File: config.mk
export PLATFORM = sky130hd
export DESIGN_NAME = simon_datapath
export DESIGN_NICKNAME = d
export VERILOG_FILES = /design/src/rtl/simon_pkg.sv /design/src/rtl/simon_pattern_mem.sv /design/src/rtl/simon_datapath.sv
export SDC_FILE = /design/constraint.sdc
export NUM_CORES = 1
export LEC_CHECK = 0
export BUFFER_PORTS_ARGS = -buffer_cell sky130_fd_sc_hd__buf_2
export CAP_MARGIN = 5
export CORE_MARGIN = 3
export CORE_UTILIZATION = 27
export DETAILED_ROUTE_END_ITERATION = 10
export SLEW_MARGIN = 20
export SYNTH_ARGS = -nofsm -noshare
export SYNTH_HDL_FRONTEND = slang
export SYNTH_HIERARCHICAL = 1
export SYNTH_SLANG_ARGS = --single-unit
File: constraint.sdc
create_clock -name clk -period 4.6 [get_ports clk]
set_clock_uncertainty 0.05 [all_clocks]
set_input_delay 0.69 -clock clk [delete_from_list [all_inputs] [get_ports clk]]
set_output_delay 0.69 -clock clk [all_outputs]
set_load 0.03 [all_outputs]
File: src/rtl/simon_pkg.sv
// rtl/simon_pkg.sv - select encodings, pattern width and mode decode shared with the Simon controller
package simon_pkg;

  localparam int PW = 4;

  localparam logic [1:0] SEL_PLAYBACK = 2'b00;
  localparam logic [1:0] SEL_REPEAT   = 2'b01;
  localparam logic [1:0] SEL_DONE     = 2'b10;

  typedef enum logic [1:0] {
    MODE_INPUT,
    MODE_PLAYBACK,
    MODE_REPEAT,
    MODE_DONE
  } mode_t;

  // w_en wins because select is stale while the controller sits in INPUT
  function automatic mode_t decode_mode(input logic w_en, input logic [1:0] select);
    if (w_en)                      return MODE_INPUT;
    else if (select == SEL_PLAYBACK) return MODE_PLAYBACK;
    else if (select == SEL_REPEAT)   return MODE_REPEAT;
    else                           return MODE_DONE;
  endfunction

endpackage

File: src/rtl/simon_pattern_mem.sv
// rtl/simon_pattern_mem.sv - sequence storage, one synchronous write port and two asynchronous read ports
module simon_pattern_mem #(
  parameter int DEPTH = 64,
  parameter int PW    = 4,
  localparam int IW   = $clog2(DEPTH)
) (
  input  logic          clk,
  input  logic          we,
  input  logic [IW-1:0] waddr,
  input  logic [PW-1:0] wdata,
  input  logic [IW-1:0] raddr_a,
  output logic [PW-1:0] rdata_a,
  input  logic [IW-1:0] raddr_b,
  output logic [PW-1:0] rdata_b
);

  logic [PW-1:0] mem [DEPTH];

  always_ff @(posedge clk) begin
    if (we) mem[waddr] <= wdata;
  end

  assign rdata_a = mem[raddr_a];
  assign rdata_b = mem[raddr_b];

endmodule

File: src/rtl/simon_datapath.sv
// rtl/simon_datapath.sv - Simon sequence store, playback/repeat/done index walkers, status flags and LED mux
module simon_datapath #(
  parameter int DEPTH = 64,
  parameter int PW    = simon_pkg::PW
) (
  input  logic          clk,
  input  logic          rst,
  input  logic          level,
  input  logic [PW-1:0] pattern,
  input  logic [1:0]    select,
  input  logic          w_en,
  input  logic          clrcount,
  output logic          is_legal,
  output logic          play_gt_count,
  output logic          repeat_eq_play,
  output logic          input_eq_pattern,
  output logic [PW-1:0] pattern_leds
);
  import simon_pkg::*;

  localparam int IW = $clog2(DEPTH);
  localparam int CW = IW + 1;

  mode_t         mode;
  logic [CW-1:0] count;
  logic [IW-1:0] play_idx, rep_idx, done_idx;
  logic [IW-1:0] last_idx, rd_a_idx;
  logic [PW-1:0] rd_a, rd_rep;
  logic          one_hot, mem_we;

  assign mode     = decode_mode(w_en, select);
  assign last_idx = count[IW-1:0] - IW'(1);
  assign one_hot  = (pattern != '0) && ((pattern & (pattern - PW'(1))) == '0);

  assign is_legal         = (count < CW'(DEPTH)) && (!level || one_hot);
  assign play_gt_count    = (play_idx == last_idx);
  assign repeat_eq_play   = (rep_idx == last_idx);
  assign input_eq_pattern = (pattern == rd_rep);

  // Reset has to block the write too, not just the count update
  assign mem_we   = (mode == MODE_INPUT) && is_legal && !rst && !clrcount;
  assign rd_a_idx = (mode == MODE_PLAYBACK) ? play_idx : done_idx;

  simon_pattern_mem #(.DEPTH(DEPTH), .PW(PW)) u_mem (
    .clk     (clk),
    .we      (mem_we),
    .waddr   (count[IW-1:0]),
    .wdata   (pattern),
    .raddr_a (rd_a_idx),
    .rdata_a (rd_a),
    .raddr_b (rep_idx),
    .rdata_b (rd_rep)
  );

  always_comb begin
    pattern_leds = pattern;
    if (mode == MODE_PLAYBACK || mode == MODE_DONE) pattern_leds = rd_a;
  end

  always_ff @(posedge clk) begin
    if (rst || clrcount) begin
      count    <= '0;
      play_idx <= '0;
      rep_idx  <= '0;
      done_idx <= '0;
    end else begin
      if (mode != MODE_DONE) done_idx <= '0;
      case (mode)
        MODE_INPUT: begin
          if (is_legal) begin
            count    <= count + CW'(1);
            play_idx <= '0;
          end
        end
        MODE_PLAYBACK: begin
          if (!play_gt_count) play_idx <= play_idx + IW'(1);
          rep_idx <= '0;
        end
        MODE_REPEAT: begin
          // a mismatch leaves rep_idx on the failing entry
          if (input_eq_pattern) rep_idx <= repeat_eq_play ? '0 : rep_idx + IW'(1);
        end
        default: begin
          done_idx <= (done_idx == last_idx) ? '0 : done_idx + IW'(1);
        end
      endcase
    end
  end

endmodule

## After elaboration in Yosys (flattened, before gate mapping)

Memories as Yosys holds them, arrays and structs flattened. A register that Yosys moved wholly into a read port is not among the register bits.
Index checks and enable logic that the tools add are counted.

- Bits of input ports: 11
- Memories kept: 1
- Word-level logic and storage cells: 65
- Register bits after elaboration: 25
- Bits in writable memories: 256

- Magnitude comparators: 1
- Eq/ne operators: 13
- Mux-type cells: 18
- Bitwise logic cells: 1
- Add/subtract/negate cells: 6
- Reductions and logical operators: 21

Memories:

| memory | words | width | read ports | clocked after Yosys merged registers in | wr ports | RTL line | text |
|---|---|---|---|---|---|---|---|
| u_mem.mem | 64 | 4 | 2 | 1 | 1 | simon_pattern_mem.sv:17 | `logic [PW-1:0] mem [DEPTH];` |

Operators with widths:

| kind | number |
|---|---|
| $mux W6 | 10 |
| $pmux W6 S2 | 2 |
| $add A6 B1 Y6 const B | 3 |
| $eq A6 B6 Y1 | 3 |
| $ne A2 B2 Y1 const B | 4 |
| $add A7 B1 Y7 const B | 1 |
| $lt A7 B7 Y1 const B | 1 |
| $sub A6 B1 Y6 const B | 1 |
| $logic_and A1 B1 Y1 | 5 |
| $and A4 B4 Y4 | 1 |
| $eq A2 B1 Y1 const B | 2 |
| $eq A2 B2 Y1 const B | 2 |
| $eq A4 B4 Y1 | 1 |
| $logic_not A2 Y1 | 2 |
| $logic_not A4 Y1 | 1 |
| $mux W2 | 2 |
| $mux W4 | 1 |
| $reduce_and A2 Y1 | 2 |
| $reduce_bool A2 Y1 | 2 |
| $reduce_bool A4 Y1 | 1 |
| $sub A4 B1 Y4 const B | 1 |
| $logic_not A1 Y1 | 3 |
| $logic_or A1 B1 Y1 | 3 |
| $mux W1 | 3 |
| 3 further kinds | 3 |

## Depth between registers and ports, before layout

- Word-level depth: 11
- Mapped depth: 13
- Depth with buffers taken out: 10

## Cells and area by module

The synthesis kept the hierarchy.

By module, submodules not included:

| module | area each (µm²) | cells each | sequential area each (µm²) | instances |
|---|---|---|---|---|
| simon_pattern_mem | 12,319.3 | 669 | 7,687.4 | 1 |
| simon_datapath | 1,786.7 | 199 | 500.5 | 1 |

## Worst setup path after synthesis

OpenSTA, ideal clock, no wires.

- Path kind: input -> output
- From: input select[0]
- To: output pattern_leds[2]
- Data required time: 3.860 ns
- Cell stages on the path: 11
- Arrival time: 3.187 ns
- Slack: 0.673 ns
- Path through: nor3_2 > mux2_2 > buf_6 > buf_6 > buf_6 > mux4_2 > a22oi_1 > o21ai_0 > o21ai_0 > o41ai_1 > mux2_2

- Longest elaborated chain between the ends: 8

RTL lines:

| what | RTL line | text |
|---|---|---|
| from (decl) | simon_datapath.sv:10 | `input logic [1:0] select,` |
| $eq A2 B1 Y1 | simon_pkg.sv:21 | `else if (select == SEL_REPEAT) return MODE_REPEAT;` |
| $mux W1 | simon_pkg.sv:21 |  |
| $mux W2 (*) | simon_pkg.sv:20 | `else if (select == SEL_PLAYBACK) return MODE_PLAYBACK;` |
| $mux W2 (*) | simon_pkg.sv:19 | `if (w_en) return MODE_INPUT;` |
| $eq A2 B1 Y1 (*) | simon_datapath.sv:42 | `assign rd_a_idx = (mode == MODE_PLAYBACK) ? play_idx : done_idx;` |
| $mux W6 (*) | simon_datapath.sv:42 |  |
| named net rd_a_idx[0] | simon_datapath.sv:27 | `logic [IW-1:0] last_idx, rd_a_idx;` |
| $mem_v2 Z64 W4 (*) | - |  |
| named net rd_a[2] | simon_datapath.sv:28 | `logic [PW-1:0] rd_a, rd_rep;` |
| $mux W4 (*) | simon_datapath.sv:57 | `if (mode == MODE_PLAYBACK \|\| mode == MODE_DONE) pattern_leds = rd_a;` |
| to (decl) | simon_datapath.sv:17 | `output logic [PW-1:0] pattern_leds` |

The timed path passes the listed nets; every way through them passes the cells marked *.

==> flow_summary.yaml <==
routing:
  drcViolationCount: 0
  detail-route-antenna-nets: 0
  drt-wirelength-per-cell_um: 23.7
  route.vias.total: 8672
  totalWireLength_um: 38200
  viasPerCell: 5.38
  drt_iter0_drc: 1108
  dr.pass1.iters: 5
cts:
  clkTransAtPathRegs_ps: 60
  cts_tree: "done"
  cts_buffer_depth: 3
  cts_buffers: 29
  postCtsHoldBufs: 0
  cts_root_buf: "clkbuf_16"
  clock_sinks: 281
  clock_latency_ps: 590
  cts_max_level: 1
power_and_ir_drop:
  power_leakage_nw: 4.80
  ir_drop_uv: 283
  power_density_mw_per_mm2: 322
hold_path:
  holdPathStages: 3
  hold_path_class: "input pin to register"
critical_path:
  reg2reg_depth: 12
  critPathCaptureType: "output port"
  crit_chain: "buf_12 -> mux4_1 -> mux2_2 -> o221ai_1 -> a31oi_1 -> a21o_1 -> xor2_1 -> nor4_1 -> buf_4 -> buf_2"
  slowest_stage: "mux4_1"
  worstPathRequired_ps: 3860
  slowest_delay_ps: 570
  crit_path_start_kind: "register"
  path_depth: 10
  crit_fanout: 17
  crit_type: "register to output port"
  crit_buf_inv: 3
  cp_top_family: "multiplexers"
  r2r_slack_ps: 750
  arrival_ps: 3790
sta:
  setup_ws_ps: 67.2
  max_freq_ghz: 0.221
  rsz0062_at_grt: "no"
  slew_violations: 0
  fin_crit_ps: 4530
  whs_ps: 372
  finalSetupViolations: 0
  finalHoldViolations: 0
  tightestPinTransition_ps: 1180
  post-route-period-util: 0.985
  relSlewSlack: 0.214
synthesis:
  ys.flop_type: "edfxtp_1"
  async_reset_ff_frac: 0
  syn_area_mm2: 0.0141
  yosys_warnings: 6
  netlist_instances: 868
  synth-seq-cells: 281
  yosysSeqAreaShare: 0.580
  yosysUniqueCellTypes: 64
  synth-edff-count: 256
  synth_fp_nets: 884
  syn_area_per_cell_um2: 16.3
finish:
  area_delta_synth_final_pct: 13.7
  drive_gt1_frac: 0.280
  layout.cells.most_common: "edfxtp_1"
  fin_cells: 1612
  mostFrequentLayoutCells: "edfxtp_1, mux4_2, nor2_1"
  post-route-util: 0.312
  n_antenna_cell: 0
  nets: 925
placement:
  dpl_worst_slack_ps: 51.1
  placedCellCount: 1549
  hpwl_um: 26100
  port-buffer-count: 18
  finalWeightedCongestion: 0.933
floorplan:
  die_w_um: 235
  rows: 83
  start_util: 0.274
  die_h_um: 235
  dieArea_mm2: 0.0550
  coreArea_mm2: 0.0515
  io_pins: 19
grt:
  grt-ovfl-total: 0
  grt_max_degree: 67
  gr-usage-all-layers: 0.138
  antenna_found_initial: 1
  grt_pass1_wl_um: 56400
  grt_pass1_vias: 8567
run_status:
  status: "complete, no violations"
flow_run:
  cap_violations: 0
-- cells by family after synthesis --
group,synth area share
muxes,0.235
adders and majority gates,0.00443
buffers and inverters,0.0259
AOI/OAI and AO/OA,0.0503
and+or+nand+nor,0.0748
xor gates and xnor gates,0.0294
DFF,0.580
-- metal layers --
metal	track usage	vias to the layer above	share of wire
met5	0	-	0.00026
met1	0.193	4515	0.42
met3	0.0376	83	0.094
li1	-	3663	-
met2	0.210	409	0.45
met4	0.0414	2	0.031
-- cell type report --
class / instances / area (um^2)
timing repair buffer: 67 / 524
sequential: 281 / 8190
fill: 5060 / 35500
clock buffer: 39 / 763
multi-input combinational: 521 / 5580
inverter: 9 / 33.8
tap: 680 / 851
clock inverter: 15 / 98.8
-- report_power, final --
part / switching [mW] / internal (mW) / leakage (nW)
Sequential: 0.00480 / 2.78 / 2.50
Combinational: 0.114 / 0.0639 / 1.88
Clock: 1.02 / 1.17 / 0.422
-- cells in the mapped netlist, drive strengths merged (5+ instances only) --
cell type | n | share of area
a21oi | 9 | 0.0035
a22oi | 6 | 0.0032
and3 | 5 | 0.0022
buf | 32 | 0.016
clkbuf | 26 | 0.0070
dfxtp | 25 | 0.035
edfxtp | 256 | 0.54
ha | 5 | 0.0044
inv | 9 | 0.0024
mux2 | 25 | 0.020
mux2i | 17 | 0.012
mux4 | 125 | 0.20
nand2 | 25 | 0.0067
nand2b | 7 | 0.0031
nand3 | 24 | 0.0085
nand3b | 7 | 0.0037
nand4 | 5 | 0.0022
nor2 | 88 | 0.023
nor2b | 8 | 0.0035
nor3 | 12 | 0.0046
nor3b | 5 | 0.0030
o21ai | 17 | 0.0063
o221ai | 10 | 0.0062
o22ai | 17 | 0.0080
or2 | 6 | 0.0027
or3 | 8 | 0.0035
xnor2 | 13 | 0.0081
xnor3 | 5 | 0.0080
xor2 | 16 | 0.0099
-- state kept, by name (all words and copies together) (netlist names) --
register and cells:
play_idx 6, count 7, rep_idx 6, u_mem/mem 256, done_idx 6
-- worst reg2reg max path, cell delays in order, from the launching register on --
cell and delay [ps]:
dfxtp_4 520, buf_12 250, mux4_1 580, mux2_2 280
o221ai_1 260, a31oi_1 170, a21o_1 230, xor2_1 230
nor4_1 310, buf_4 180, nand2_1 50, o31ai_1 490
nor2_1 110
-- worst paths after layout --
path | from | to
worst max-delay path | rep_idx[0] | input_eq_pattern
worst min-delay path | clrcount | play_idx[0]
worst max register to register | rep_idx[0] | rep_idx[2]
worst min register to register | play_idx[5] | play_idx[5]
-- timing repair --
action,in CTS,in global routing
setup endpoints to repair,0,5
resized for setup,0,4
setup buffers,0,8
-- per-stage QoR --
step / total power, mW / cell area (um^2) / TNS (ps)
6_report: 5.16 / 16000 / 0
5_1_grt: 5.34 / 16000 / 0
4_1_cts: 5.21 / 16000 / 0
3_5_place_dp: 3.02 / 15100 / 0
3_3_place_gp: 3.02 / 15100 / -30.7
2_1_floorplan: 2.93 / 14100 / 0
Note: power is estimated with default switching activity, not from simulation.
